### config.mk
export PLATFORM = sky130hd
export DESIGN_NAME = ac_motor_control_sector_switch_flat
export DESIGN_NICKNAME = d
export VERILOG_FILES = /design/src/rtl/ac_motor_control_sector_switch_pkg.sv /design/src/rtl/ac_motor_control_sector_switch_if.sv /design/src/rtl/ac_motor_control_sector_switch_sine_rom.sv /design/src/rtl/ac_motor_control_sector_switch.sv /design/src/flat_wrapper.sv
export SDC_FILE = /design/constraint.sdc
export NUM_CORES = 1
export LEC_CHECK = 0
export BUFFER_PORTS_ARGS = -buffer_cell sky130_fd_sc_hd__buf_4
export CAP_MARGIN = 20
export CORE_ASPECT_RATIO = 2
export CORE_MARGIN = 2
export CORE_UTILIZATION = 35
export CTS_CLUSTER_DIAMETER = 120
export CTS_CLUSTER_SIZE = 28
export DETAILED_ROUTE_END_ITERATION = 8
export PLACE_DENSITY = 0.49
export SLEW_MARGIN = 10
export SYNTH_ARGS = -nofsm -noshare
export SYNTH_HDL_FRONTEND = slang
export SYNTH_SLANG_ARGS = --single-unit
### constraint.sdc
create_clock -name clk -period 7.8 [get_ports clk]
set_input_delay 0.78 -clock clk [delete_from_list [all_inputs] [get_ports clk]]
set_output_delay 0.78 -clock clk [all_outputs]
set_load 0.01 [all_outputs]
### src/rtl/ac_motor_control_sector_switch_pkg.sv
// Shared definitions for the AC motor sector switch block.
// Contents:
//   - field widths and the bit positions inside mod_delay_umin
//   - switching vector encodings V0..V7, ordered {s1, s2, s3}
//   - sector helpers (wrap 5 -> 0, vector selection)
//   - sine_entry(): elaboration-time generator for the 60-degree sine table
package ac_motor_control_sector_switch_pkg;

  localparam int POWER_W    = 12;
  localparam int CTRL_W     = 16;
  localparam int ACC_W      = 20;
  localparam int SINE_W     = 12;
  localparam int DELAY_W    = 8;
  localparam int UMIN_W     = 7;
  localparam int SECTOR_W   = 3;
  localparam int ANGLE_W    = 8;
  localparam int SECTOR_COUNT = 6;

  // Field offsets inside mod_delay_umin.
  localparam int MOD_BIT    = 15;
  localparam int DELAY_MSB  = 14;
  localparam int DELAY_LSB  = 7;
  localparam int UMIN_MSB   = 6;
  localparam int UMIN_LSB   = 0;
  // u_min is given in units of 32 amplitude steps.
  localparam int UMIN_SHIFT = 5;

  localparam logic [SECTOR_W-1:0] SECTOR_LAST = 3'(SECTOR_COUNT - 1);

  // Vector encodings, {s1, s2, s3}; 1 = high side switch on.
  localparam logic [2:0] V0 = 3'b000;
  localparam logic [2:0] V1 = 3'b100;
  localparam logic [2:0] V2 = 3'b110;
  localparam logic [2:0] V3 = 3'b010;
  localparam logic [2:0] V4 = 3'b011;
  localparam logic [2:0] V5 = 3'b001;
  localparam logic [2:0] V6 = 3'b101;
  localparam logic [2:0] V7 = 3'b111;

  function automatic logic [2:0] vector_code(input logic [2:0] idx);
    logic [2:0] code;
    case (idx)
      3'd0:    code = V0;
      3'd1:    code = V1;
      3'd2:    code = V2;
      3'd3:    code = V3;
      3'd4:    code = V4;
      3'd5:    code = V5;
      3'd6:    code = V6;
      default: code = V7;
    endcase
    return code;
  endfunction

  function automatic logic [SECTOR_W-1:0] next_sector(input logic [SECTOR_W-1:0] s);
    return (s == SECTOR_LAST) ? '0 : s + 3'd1;
  endfunction

  // pi scaled by 2^30, used by the fixed-point Taylor series below.
  localparam longint PI_Q30 = 64'sd3373259426;

  // round(4095 * sin(60deg * idx / 256)), evaluated at elaboration.
  // Angle in Q30 radians is pi*idx/768; sine via 8 Taylor terms.
  // A small positive bias resolves the exact tie at idx=128
  // (sin 30deg = 0.5 -> 2047.5) upward despite truncation noise.
  function automatic logic [SINE_W-1:0] sine_entry(input int idx);
    longint x;
    longint x2;
    longint term;
    longint sum;
    longint scaled;
    x    = (PI_Q30 * longint'(idx)) / 64'sd768;
    x2   = (x * x) >>> 30;
    term = x;
    sum  = x;
    for (int n = 1; n <= 7; n++) begin
      term = (term * x2) >>> 30;
      term = -(term / longint'((2 * n) * (2 * n + 1)));
      sum  = sum + term;
    end
    scaled = (sum * 64'sd4095 + (64'sd1 <<< 29) + (64'sd1 <<< 17)) >>> 30;
    if (scaled < 0)
      scaled = 0;
    if (scaled > 64'sd4095)
      scaled = 64'sd4095;
    return scaled[SINE_W-1:0];
  endfunction

endpackage

### src/rtl/ac_motor_control_sector_switch_if.sv
// Signal bundle between the motor controller front end and the sector
// switch block.
//   master: drives demand, control word, synced sector and vector strobes;
//           receives all registered outputs.
//   slave : the sector switch block itself.
// Handshake: there is no valid/ready pair. Every input is sampled on every
// rising clock edge and every output is a registered function of the
// inputs (or internal state) seen at the previous edge.
interface ac_motor_control_sector_switch_if;
  import ac_motor_control_sector_switch_pkg::*;

  logic [POWER_W-1:0]  power;
  logic [CTRL_W-1:0]   mod_delay_umin;
  logic [SECTOR_W-1:0] sector_synced;
  logic                u0;
  logic                u1;
  logic                u2;
  logic                u7;

  logic                modulation;
  logic [DELAY_W-1:0]  delay;
  logic [POWER_W-1:0]  frequency;
  logic [POWER_W-1:0]  u_str;
  logic [SECTOR_W-1:0] sector;
  logic [SINE_W-1:0]   sine_pos;
  logic [SINE_W-1:0]   sine_neg;
  logic                s1;
  logic                s2;
  logic                s3;

  modport master (
    output power, mod_delay_umin, sector_synced, u0, u1, u2, u7,
    input  modulation, delay, frequency, u_str, sector,
           sine_pos, sine_neg, s1, s2, s3
  );

  modport slave (
    input  power, mod_delay_umin, sector_synced, u0, u1, u2, u7,
    output modulation, delay, frequency, u_str, sector,
           sine_pos, sine_neg, s1, s2, s3
  );
endinterface

### src/rtl/ac_motor_control_sector_switch_sine_rom.sv
// ac_motor_sine_rom: 256 x 12-bit sine table covering 0..60 degrees with two
// independent registered read ports.
// Ports:
//   clk, rst        clock, synchronous active-high reset (clears read data)
//   addr_a, addr_b  8-bit read addresses
//   data_a, data_b  12-bit read data, valid one cycle after the address
module ac_motor_sine_rom
  import ac_motor_control_sector_switch_pkg::*;
(
  input  logic               clk,
  input  logic               rst,
  input  logic [ANGLE_W-1:0] addr_a,
  input  logic [ANGLE_W-1:0] addr_b,
  output logic [SINE_W-1:0]  data_a,
  output logic [SINE_W-1:0]  data_b
);

  logic [SINE_W-1:0] rom_w [256];

  for (genvar i = 0; i < 256; i++) begin : g_entry
    localparam logic [SINE_W-1:0] ENTRY = sine_entry(i);
    assign rom_w[i] = ENTRY;
  end

  always_ff @(posedge clk) begin
    if (rst) begin
      data_a <= '0;
      data_b <= '0;
    end else begin
      data_a <= rom_w[addr_a];
      data_b <= rom_w[addr_b];
    end
  end

endmodule

### src/rtl/ac_motor_control_sector_switch.sv
// ac_motor_control_sector_switch: space-vector sector switch for an AC motor.
//   - control path: registers modulation/delay fields, frequency = power,
//     u_str = max(power, u_min*32) while modulation is on, else 0
//   - phase path: 20-bit accumulator advanced by frequency each clock; each
//     carry-out steps the 60-degree sector 0..5; the angle index drives a
//     sine ROM giving sin(angle) and sin(60deg - angle)
//   - switch path: active-vector strobes select the {s1,s2,s3} pattern for
//     the externally synced sector
// Ports:
//   clk  rising-edge clock
//   rst  synchronous active-high reset
//   bus  slave side of ac_motor_control_sector_switch_if
module ac_motor_control_sector_switch
  import ac_motor_control_sector_switch_pkg::*;
(
  input  logic clk,
  input  logic rst,
  ac_motor_control_sector_switch_if.slave bus
);

  // ---------------- control path ----------------
  logic                modulation_q;
  logic [DELAY_W-1:0]  delay_q;
  logic [POWER_W-1:0]  frequency_q;
  logic [POWER_W-1:0]  u_str_q;

  logic [UMIN_W-1:0]   u_min;
  logic [POWER_W-1:0]  u_floor;

  assign u_min   = bus.mod_delay_umin[UMIN_MSB:UMIN_LSB];
  // 7-bit u_min times 32 peaks at 4064, so it always fits 12 bits.
  assign u_floor = {u_min, {UMIN_SHIFT{1'b0}}};

  always_ff @(posedge clk) begin
    if (rst) begin
      modulation_q <= 1'b0;
      delay_q      <= '0;
      frequency_q  <= '0;
      u_str_q      <= '0;
    end else begin
      modulation_q <= bus.mod_delay_umin[MOD_BIT];
      delay_q      <= bus.mod_delay_umin[DELAY_MSB:DELAY_LSB];
      frequency_q  <= bus.power;
      if (bus.mod_delay_umin[MOD_BIT])
        u_str_q <= (bus.power > u_floor) ? bus.power : u_floor;
      else
        u_str_q <= '0;
    end
  end

  // ---------------- phase accumulator / sector ----------------
  logic [ACC_W-1:0]    acc_q;
  logic [SECTOR_W-1:0] sector_q;
  logic [ACC_W:0]      acc_sum;

  // Driven by the registered frequency, so a zero demand freezes the phase.
  assign acc_sum = {1'b0, acc_q} + {{(ACC_W - POWER_W + 1){1'b0}}, frequency_q};

  always_ff @(posedge clk) begin
    if (rst) begin
      acc_q    <= '0;
      sector_q <= '0;
    end else begin
      acc_q <= acc_sum[ACC_W-1:0];
      if (acc_sum[ACC_W])
        sector_q <= next_sector(sector_q);
    end
  end

  // ---------------- sine lookup ----------------
  logic [ANGLE_W-1:0] angle;
  logic [ANGLE_W-1:0] angle_comp;
  logic [SINE_W-1:0]  sine_pos_w;
  logic [SINE_W-1:0]  sine_neg_w;

  assign angle      = acc_q[ACC_W-1:ACC_W-ANGLE_W];
  assign angle_comp = 8'd255 - angle;

  ac_motor_sine_rom u_sine_rom (
    .clk    (clk),
    .rst    (rst),
    .addr_a (angle),
    .addr_b (angle_comp),
    .data_a (sine_pos_w),
    .data_b (sine_neg_w)
  );

  // ---------------- switch path ----------------
  logic [2:0] sw_q;
  logic [2:0] u1_idx;
  logic [2:0] u2_idx;

  // u1 selects the vector leading the sector, u2 the one trailing it;
  // for sector 5 the trailing vector wraps back to V1.
  assign u1_idx = bus.sector_synced + 3'd1;
  assign u2_idx = (bus.sector_synced == SECTOR_LAST) ? 3'd1 : bus.sector_synced + 3'd2;

  always_ff @(posedge clk) begin
    if (rst) begin
      sw_q <= V0;
    end else if (bus.sector_synced > SECTOR_LAST) begin
      // An out-of-range synced sector is treated as a fault: all low.
      sw_q <= V0;
    end else if (bus.u0) begin
      sw_q <= V0;
    end else if (bus.u7) begin
      sw_q <= V7;
    end else if (bus.u1) begin
      sw_q <= vector_code(u1_idx);
    end else if (bus.u2) begin
      sw_q <= vector_code(u2_idx);
    end
  end

  // ---------------- outputs ----------------
  assign bus.modulation = modulation_q;
  assign bus.delay      = delay_q;
  assign bus.frequency  = frequency_q;
  assign bus.u_str      = u_str_q;
  assign bus.sector     = sector_q;
  assign bus.sine_pos   = sine_pos_w;
  assign bus.sine_neg   = sine_neg_w;
  assign bus.s1         = sw_q[2];
  assign bus.s2         = sw_q[1];
  assign bus.s3         = sw_q[0];

endmodule

### src/flat_wrapper.sv
// flat-port wrapper written by rule: the top's interface ports become plain ports
module ac_motor_control_sector_switch_flat import ac_motor_control_sector_switch_pkg::*;
  (clk, rst, bus_power, bus_mod_delay_umin, bus_sector_synced, bus_u0, bus_u1, bus_u2, bus_u7, bus_modulation, bus_delay, bus_frequency, bus_u_str, bus_sector, bus_sine_pos, bus_sine_neg, bus_s1, bus_s2, bus_s3);
  ac_motor_control_sector_switch_if bus_i ();
  input  logic clk;
  input  logic rst;
  input wire logic [$bits(bus_i.power)-1:0] bus_power;
  input wire logic [$bits(bus_i.mod_delay_umin)-1:0] bus_mod_delay_umin;
  input wire logic [$bits(bus_i.sector_synced)-1:0] bus_sector_synced;
  input wire logic [$bits(bus_i.u0)-1:0] bus_u0;
  input wire logic [$bits(bus_i.u1)-1:0] bus_u1;
  input wire logic [$bits(bus_i.u2)-1:0] bus_u2;
  input wire logic [$bits(bus_i.u7)-1:0] bus_u7;
  output wire logic [$bits(bus_i.modulation)-1:0] bus_modulation;
  output wire logic [$bits(bus_i.delay)-1:0] bus_delay;
  output wire logic [$bits(bus_i.frequency)-1:0] bus_frequency;
  output wire logic [$bits(bus_i.u_str)-1:0] bus_u_str;
  output wire logic [$bits(bus_i.sector)-1:0] bus_sector;
  output wire logic [$bits(bus_i.sine_pos)-1:0] bus_sine_pos;
  output wire logic [$bits(bus_i.sine_neg)-1:0] bus_sine_neg;
  output wire logic [$bits(bus_i.s1)-1:0] bus_s1;
  output wire logic [$bits(bus_i.s2)-1:0] bus_s2;
  output wire logic [$bits(bus_i.s3)-1:0] bus_s3;
  assign bus_i.power = bus_power;
  assign bus_i.mod_delay_umin = bus_mod_delay_umin;
  assign bus_i.sector_synced = bus_sector_synced;
  assign bus_i.u0 = bus_u0;
  assign bus_i.u1 = bus_u1;
  assign bus_i.u2 = bus_u2;
  assign bus_i.u7 = bus_u7;
  assign bus_modulation = bus_i.modulation;
  assign bus_delay = bus_i.delay;
  assign bus_frequency = bus_i.frequency;
  assign bus_u_str = bus_i.u_str;
  assign bus_sector = bus_i.sector;
  assign bus_sine_pos = bus_i.sine_pos;
  assign bus_sine_neg = bus_i.sine_neg;
  assign bus_s1 = bus_i.s1;
  assign bus_s2 = bus_i.s2;
  assign bus_s3 = bus_i.s3;
  ac_motor_control_sector_switch u_core (.clk(clk), .rst(rst), .bus(bus_i));
endmodule
**After elaboration in Yosys (flattened, before gate mapping)**

Memories as Yosys holds them, arrays and structs flattened. A register that Yosys moved wholly into a read port is not among the register bits.
Cells that the tools add are included.

- Output and inout port bits: 63
- ROM bits: 6,144
- Flip-flop bits (word level): 59
- Memories: 2
- Logic and storage cells: 49
- Input bits: 37

- Eq/ne operators: 14
- $lt $le $gt $ge: 2
- Reductions and logical operators: 6
- Multiplexer cells: 8
- Add/subtract/negate cells: 5
- Bitwise operators: 4

Memories:

| name | depth | bits a word | rd ports | clocked after Yosys merged registers in | wr ports | RTL line | RTL |
|---|---|---|---|---|---|---|---|
| (no name shown) | 256 | 12 | 1 | 1 | 0 | ac_motor_control_sector_switch_sine_rom.sv:31 | `data_b <= rom_w[addr_b];` |
| (no name shown) | 256 | 12 | 1 | 1 | 0 | ac_motor_control_sector_switch_sine_rom.sv:30 | `data_a <= rom_w[addr_a];` |

Operator list:

| kind | count |
|---|---|
| case mux 3 bit (7 select lines) | 2 |
| equality test 3 bit (second input constant) | 8 |
| adder 20 x 12 -> 21 bit | 1 |
| inverter 8 -> 9 bit | 2 |
| 2-to-1 mux 3 bit | 5 |
| equality test 3 x 2 -> 1 bit (second input constant) | 4 |
| greater-than comparator 12 bit | 1 |
| 2-to-1 mux 12 bit | 1 |
| subtractor 8 bit (first input constant) | 1 |
| adder 3 x 1 -> 3 bit (second input constant) | 2 |
| equality test 3 x 1 -> 1 bit (second input constant) | 2 |
| logical NOT 3 bit | 2 |
| OR reduction 3 bit | 2 |
| adder 3 x 2 -> 3 bit (second input constant) | 1 |
| greater-than comparator 3 bit (second input constant) | 1 |
| nonzero test 3 bit | 1 |
| inverter 1 bit | 2 |
| OR reduction 2 bit | 1 |

**Logic depth before layout (Yosys ltp)**

Gate-level depths: netlist of the first run.

- Depth after elaboration: 7
- Depth in mapped cells: 11
- Depth with buffers taken out: 9

**Cells and area by module**

Synthesis of the first run repeated with hierarchy kept, for this count alone.

- Cell total of the unflattened synthesis: 1,253
- Area, all modules: 8,658.3 um^2

Modules (own cells, without submodules):

| module | instances | sequential area each (um^2) | area an instance (um^2) | cells each |
|---|---|---|---|---|
| ac_motor_sine_rom | 1 | 480.5 | 5,793.1 | 933 |
| ac_motor_control_sector_switch | 1 | 1,181.1 | 2,865.2 | 320 |

**Worst setup path before layout of the first run**

No wires, ideal clock.

- Path type: register to register
- From: register u_core.acc_q[13]
- To: register u_core.u_sine_rom.data_b[3]
- Path buffers: 3
- Arrival: 2,753 ps
- Setup time: 134 ps
- Required time: 7,666 ps
- Cell stages (with the launch flop): 11
- Setup slack: 4,913 ps
- Clock period less this slack: 2,887 ps
- Cells stage by stage: dfxtp_1 > clkbuf_1 > clkbuf_1 > inv_1 > ha_1 > or2_1 > clkbuf_1 > nand2_1 > mux4_2 > a2111oi_0 > nor4_1

- Longest elaborated chain between the ends: 2

RTL lines:

| item | RTL line | RTL |
|---|---|---|
| start: declaration | ac_motor_control_sector_switch.sv:52 | `logic [ACC_W-1:0] acc_q;` |
| start signal: assignment | ac_motor_control_sector_switch.sv:64 | `acc_q <= acc_sum[ACC_W-1:0];` |
| subtractor 8 bit | ac_motor_control_sector_switch.sv:77 | `assign angle_comp = 8'd255 - angle;` |
| inverter 8 -> 9 bit (implied by the code) | ac_motor_control_sector_switch_sine_rom.sv:31 |  |
| end: declaration | ac_motor_control_sector_switch_sine_rom.sv:15 | `output logic [SINE_W-1:0] data_b` |

No other way between the ends.
A chain may end at the register's enable or synchronous reset.

**Worst setup path after layout of the first run**

- From: register u_core.acc_q[12]
- To: register u_core.u_sine_rom.data_a[4]

- Longest elaborated chain between the ends: 1

RTL lines:

| item | RTL line | RTL |
|---|---|---|
| inverter 8 -> 9 bit (implied by the code) | ac_motor_control_sector_switch_sine_rom.sv:30 |  |
| end: declaration | ac_motor_control_sector_switch_sine_rom.sv:14 | `output logic [SINE_W-1:0] data_a,` |

No other way between the ends.

==> out/qor.yml, run 1 <==
dp_hpwl_um: 25000
p_per_area_mw_per_mm2: 138
cts_setup_buffers: 0
die-area_mm2: 0.0234
leakage_nw: 3.39
tightest_slew_ps: 1300
netlist_instances: 1102
core_mm2: 0.0219
max-cap-violations: 0
cp_max_fo: 34
peakVddDrop_mv: 0.148
synthMuxAreaShare_pct: 4.09
chipWidth_um: 109
synth_cell_type_count: 76
overflow: 0
clk_pin_slew_worst_paths_ps: 80
grt_pass1_wl_um: 54200
core.rowCount: 77
startpoint_type: "flip-flop"
synth.area.top_cells: "dfxtp_1 21%, a21oi_1 6.6%, o21ai_0 6.6%, ha_1 5.5%, nor2_1 5.2%"
finalSetupTns_ps: 0
period_share_pct: 46.6
syn_area_mm2: 0.00774
layout-drive-gt1-share_pct: 14.5
synthAdderAreaFrac_pct: 5.75
seq_area_mm2: 0.00167
crit_type: "flip-flop to flip-flop"
numCtsBuffers: 9
wl_per_cell_um: 26.1
synth_ff_type: "dfxtp_1"
tritoncts: "yes"
fmax_mhz: 275
drv_slew: 0
portBuffers: 99
vias_per_cell: 6.63
stdcell_area_mm2: 0.00881
cts_hold_buf: 0
vias: 9274
hold_viol: 0
async_reset_ff_share_pct: 0
synth_compound_area_share_pct: 33.8
nets: 1189
synthSimpleGateAreaFrac_pct: 25.7
period_needed_ps: 3640
syn_area_per_cell_um2: 7.03
rsz0062_at_grt: "no"
initial_core_util_pct: 35.4
synth_top_cell_by_area: "dfxtp_1"
multi_input_area_mm2: 0.00552
min_path_type: "flip-flop to flip-flop"
clk_latency_ps: 360
slew_headroom_pct: 13.3
syn-num-nets: 1174
syn_to_final_growth_pct: 13.8
critPathArrivalTime_ps: 3850
grt_antenna_before_repair: 0
synth_top_family_by_area: "compound AO/OA/AOI/OAI gates"
pwr-share-seq_pct: 38.1
n_fill_cell: 2313
die_h_um: 214
p_switching_mw: 0.377
grt.total_usage_pct: 30.7
sw_frac_of_total_pct: 31.0
cp-end-kind: "flip-flop"
grt_max_degree: 74
yosysMostFrequentCell: "nor2_1"
antenna_cells: 0
synth_xor_area_share_pct: 1.92
cts_buffer_depth: 2
netlist_top_cells_count: "107 x nor2_1, 102 x a21oi_1, 102 x o21ai_0, 96 x nand2_1, 83 x dfxtp_1"
drtPass1Iterations: 6
ios: 100
htreeDepth: 3
p_comb_share_pct: 22.2
synth_edf_count: 0
power.internal_mw: 0.839
ys_warn_count: 0
fin_skew_ps: 14.1
power_frac_clock_pct: 39.7
gp_congestion: 1.05
yosysTopAreaCellShare_pct: 21.5
cts-root-buf: "clkbuf_16"
grt_pass1_vias: 8614
status: "complete, no violations"
numClockSinks: 83
setup_viol: 0
required_ps: 8020
cts_resized: 0
ys_ff_latch: 83
drtIter0Drc: 1090
placed_cell_area_mm2: 0.00849
yosysSeqAreaShare_pct: 21.5
final_antenna_net_count: 0
routed_wl_um: 36500
drc_errors: 0
## worst paths after layout
path	endpoint	cells past startpoint	from	slack, ps
worst max-delay path	u_core.u_sine_rom.data_a[4]$_SDFF_PP0_	9	u_core.acc_q[12]$_SDFF_PP0_	4160
worst min-delay path	u_core.sw_q[0]$_SDFFE_PP0P_	2	u_core.sw_q[0]$_SDFFE_PP0P_	510
worst max register to register	u_core.u_sine_rom.data_a[4]$_SDFF_PP0_	9	u_core.acc_q[12]$_SDFF_PP0_	4160
worst min register to register	u_core.sw_q[0]$_SDFFE_PP0P_	2	u_core.sw_q[0]$_SDFFE_PP0P_	510
## power by group through the flow
stage,combinational [mW],sequential [mW],clock (mW)
after global routing,0.294,0.466,0.508
after detailed placement,0.264,0.472,0
final,0.271,0.463,0.483
after floorplan,0.171,0.473,0
after global placement,0.264,0.472,0
after CTS,0.265,0.463,0.493
## kinds of logic after synthesis
kind of cell | count (synthesis)
and+or+nand+nor | 406
AOI/OAI and AO/OA | 400
buffers and inverters | 136
DFF | 83
adders and majority gates | 35
muxes | 25
xor gates and xnor gates | 17
## per-stage QoR
stage	power [mW]	util (%)	hold slack, ps	instances	setup slack [ps]
after global routing	1.27	40.3	530	1398	3990
after global placement	0.736	38.8	488	1382	4330
after detailed placement	0.736	38.8	499	1382	4330
after floorplan	0.643	-	524	1102	4910
final	1.22	40.3	510	1398	4160
after CTS	1.22	40.3	518	1398	4300
## placed cells by master, fill, tap and decap left out, drive strengths merged, types with 6 or more instances in the layout
cell     synthesis  routed
o21a             6       6
buf             44     114
nand3           30      30
and3            10      10
a2111oi          9       9
nor2           107     107
clkinv           2       6
xnor2           11      11
a221o            7       7
o211ai          22      22
a21oi          102     102
o31ai            6       6
a311oi          13      13
o22ai            8       8
a31oi           17      17
a221oi          11      11
o32ai            6       6
clkbuf          66       9
dfxtp           83      83
nand2b          20      20
xor2             6       6
a22oi            6       6
nor2b           43      43
nand4            7       7
inv             24      25
nand2           98      98
o311ai          10      10
nor3            39      39
or2             10      10
and2            11      11
o221ai           7       7
a211oi          26      26
nor3b            7       7
mux2i           17      17
o21ai          105     105
nor4             9       9
ha              34      34
## sequential cells by signal, summed over array words and instances (netlist names)
signal                    count
u_core.u_sine_rom.data_a     12
u_core.bus.sector             3
u_core.bus.delay              8
u_core.acc_q                 20
u_core.bus.modulation         1
u_core.u_sine_rom.data_b     12
u_core.bus.frequency         12
u_core.bus.u_str             12
u_core.sw_q                   3
## layer usage
metal,global-route usage (%),routed length [um]
met1,38.9,13700
met2,46.7,16600
met3,6.02,3510
met4,19.8,2710
met5,0,0
## critical path, cell delays in order, from the launching register on
cell       delay [ps]
dfxtp_1           900
inv_1             320
ha_1              380
buf_4             360
nand2_1           280
nand2_1           300
xnor2_1           140
a211oi_1          270
a311oi_1           70
a2111oi_0         470
## area by class of cell
class,count,share of cell area [%]
inverters,26,1.11
clock buffers,9,2.56
multi-input cells,883,62.6
clock inverters,7,1.14
well taps,276,3.92
flip-flops and latches,83,18.9
repair buffers,114,9.71
Note: power is estimated with default switching activity, not from simulation.
==> run 2, diff against run 1 <==
==> constraint.sdc (replaced) <==
create_clock -name clk -period 3.6 [get_ports clk]
set_input_delay 0.36 -clock clk [delete_from_list [all_inputs] [get_ports clk]]
set_output_delay 0.36 -clock clk [all_outputs]
set_load 0.01 [all_outputs]
==> out/qor.yml, run 2 (same netlist as run 1, synthesis figures left out) <==
status: "complete, no violations"  # unchanged
rsz0062_at_grt: "no"  # unchanged
seq_area_mm2: 0.00167  # unchanged
routed_wl_um: 38600  # was 36500 um
htreeDepth: 3  # unchanged
finalSetupTns_ps: 0  # unchanged
nets: 1228  # was 1189
sw_frac_of_total_pct: 30.6  # was 31.0%
grt_max_degree: 62  # was 74
grt_pass1_vias: 8985  # was 8614
slew_headroom_pct: 31.3  # was 13.3%
instances_no_fill: 1437  # was 1398
cp_max_fo: 36  # was 34
largest_reg_flops: 20  # unchanged
power_frac_clock_pct: 39.7  # about the same
crit_type: "flip-flop to flip-flop"  # unchanged
initial_core_util_pct: 35.4  # unchanged
dp_cells: 1421  # was 1382
final_antenna_net_count: 0  # unchanged
die_h_um: 214  # unchanged
min_path_type: "input pin to flip-flop"  # was flip-flop to flip-flop
drtIter0Drc: 1197  # was 1090
ios: 100  # unchanged
grt_antenna_before_repair: 0  # unchanged
regMostFlops: "u_core.acc_q"  # unchanged
p_per_area_mw_per_mm2: 292  # was 138 mW/mm2
max-cap-violations: 0  # unchanged
period_needed_ps: 3240  # was 3640 ps
vias_per_cell: 6.66  # was 6.63
vias: 9568  # was 9274
portBuffers: 99  # unchanged
drv_slew: 0  # unchanged
multi_input_area_mm2: 0.00552  # unchanged
layout-drive-gt1-share_pct: 17.3  # was 14.5%
utilization_pct: 41.8  # was 40.3%
drc_errors: 0  # unchanged
grt.total_usage_pct: 32.7  # was 30.7%
fin_skew_ps: 13.8  # was 14.1 ps
tritoncts: "yes"  # unchanged
fin_total_pwr_mw: 2.67  # was 1.22 mW
overflow: 0  # unchanged
leakage_nw: 3.59  # was 3.39 nW
syn_to_final_growth_pct: 18.1  # was 13.8%
slowest_delay_ps: 820  # was 900 ps
critPathArrivalTime_ps: 3490  # was 3850 ps
antenna_cells: 0  # unchanged
cts-root-buf: "clkbuf_16"  # unchanged
p_switching_mw: 0.819  # was 0.377 mW
wl_per_cell_um: 26.8  # was 26.1 um
fmax_mhz: 308  # was 275 MHz
final_common_cell: "buf_4"  # unchanged
core_mm2: 0.0219  # unchanged
cp-end-kind: "flip-flop"  # unchanged
tightest_slew_ps: 1030  # was 1300 ps
peakVddDrop_mv: 0.343  # was 0.148 mV
cp_slowest_cell: "dfxtp_2"  # was dfxtp_1
period_share_pct: 90.1  # was 46.6%
numClockSinks: 83  # unchanged
p_comb_share_pct: 23.1  # was 22.2%
clk_pin_slew_worst_paths_ps: 80  # about the same
crit_chain: "and2_1 > buf_4 > nor2_1 > o21ai_0 > nor2_1 > a2111oi_0 > buf_4 > o32ai_1"  # was inv_1 > ha_1 > buf_4 > nand2_1 > nand2_1 > xnor2_1 > a211oi_1 > a311oi_1 > a2111oi_0
power.internal_mw: 1.85  # was 0.839 mW
drtPass1Iterations: 8  # was 6
mostFrequentLayoutCells: "150 x buf_4, 107 x nor2_1, 102 x a21oi_1, 102 x o21ai_0, 96 x nand2_1"  # was 114 x buf_4, 107 x nor2_1, 102 x a21oi_1, 102 x o21ai_0, 96 x nand2_1
pwr-share-seq_pct: 37.2  # was 38.1%
required_ps: 3840  # was 8020 ps
numCtsBuffers: 9  # unchanged
cts_setup_buffers: 0  # unchanged
core.rowCount: 77  # unchanged
cts_resized: 0  # unchanged
dp_hpwl_um: 27700  # was 25000 um
setup_viol: 0  # unchanged
die-area_mm2: 0.0234  # unchanged
clk_latency_ps: 370  # was 360 ps
holdWs_ps: 208  # was 510 ps
n_fill_cell: 2302  # was 2313
startpoint_type: "flip-flop"  # unchanged
grt_pass1_wl_um: 57200  # was 54200 um
hold_viol: 0  # unchanged
gp_congestion: 1.01  # was 1.05
cts_buffer_depth: 2  # unchanged
chipWidth_um: 109  # unchanged
cts_hold_buf: 0  # unchanged
run 2: cell types whose count changed in the layout (fill, tap and decap cells not counted):
cell      change
inv_8         +1
clkbuf_8      +1
clkinv_4      -2
buf_12        +3
clkbuf_1      +1
buf_4        +36
inv_6         -1
run 2: metal layers:
metal	vias up	track usage [%]	share of wire, %
met3	202	6.20	9.8
li1	4179	-	-
met2	712	49.5	45
met5	-	0	0
met1	4475	41.2	37
met4	0	22.2	8.3
run 2: area by class of cell:
type                       count  share of cell area, %
tap                          276                   3.78
clock inverter                 5                  0.930
clock buffer                  11                   2.65
multi-input combinational    883                   60.3
timing repair buffer         153                   13.0
inverter                      26                   1.07
sequential                    83                   18.3
run 2: worst max-delay path, delay by kind of cell, from the launching register on:
kind / cells / cell delay [ps]
and+or+nand+nor: 3 / 860
buffers and inverters: 2 / 480
DFF: 1 / 820
AOI/OAI and AO/OA: 3 / 950
run 2: worst paths after layout:
check | from | end | slack (ps) | cells after the start
worst max register to register | u_core.acc_q[14]$_SDFF_PP0_ | u_core.u_sine_rom.data_b[5]$_SDFF_PP0_ | 360 | 8
worst min-delay path | bus_mod_delay_umin[13] | u_core.bus.delay[6]$_SDFF_PP0_ | 210 | 2
worst min register to register | u_core.sw_q[2]$_SDFFE_PP0P_ | u_core.sw_q[2]$_SDFFE_PP0P_ | 510 | 2
worst max-delay path | u_core.acc_q[14]$_SDFF_PP0_ | u_core.u_sine_rom.data_b[5]$_SDFF_PP0_ | 360 | 8
run 2: per-stage QoR:
stage                     area (um2)  worst slack (ps)
after floorplan                 7740               713
after global placement          8820               386
after detailed placement        8820               419
after CTS                       9150               412
after global routing            9150               377
final                           9150               356
run 2: power by group through the flow:
stage	sequential [mW]	combinational [mW]	clock [mW]
floorplan	1.02	0.370	0
global placement	1.02	0.611	0
detailed placement	1.02	0.604	0
CTS	0.995	0.609	1.10
global route	0.998	0.671	1.12
finish	0.994	0.617	1.06
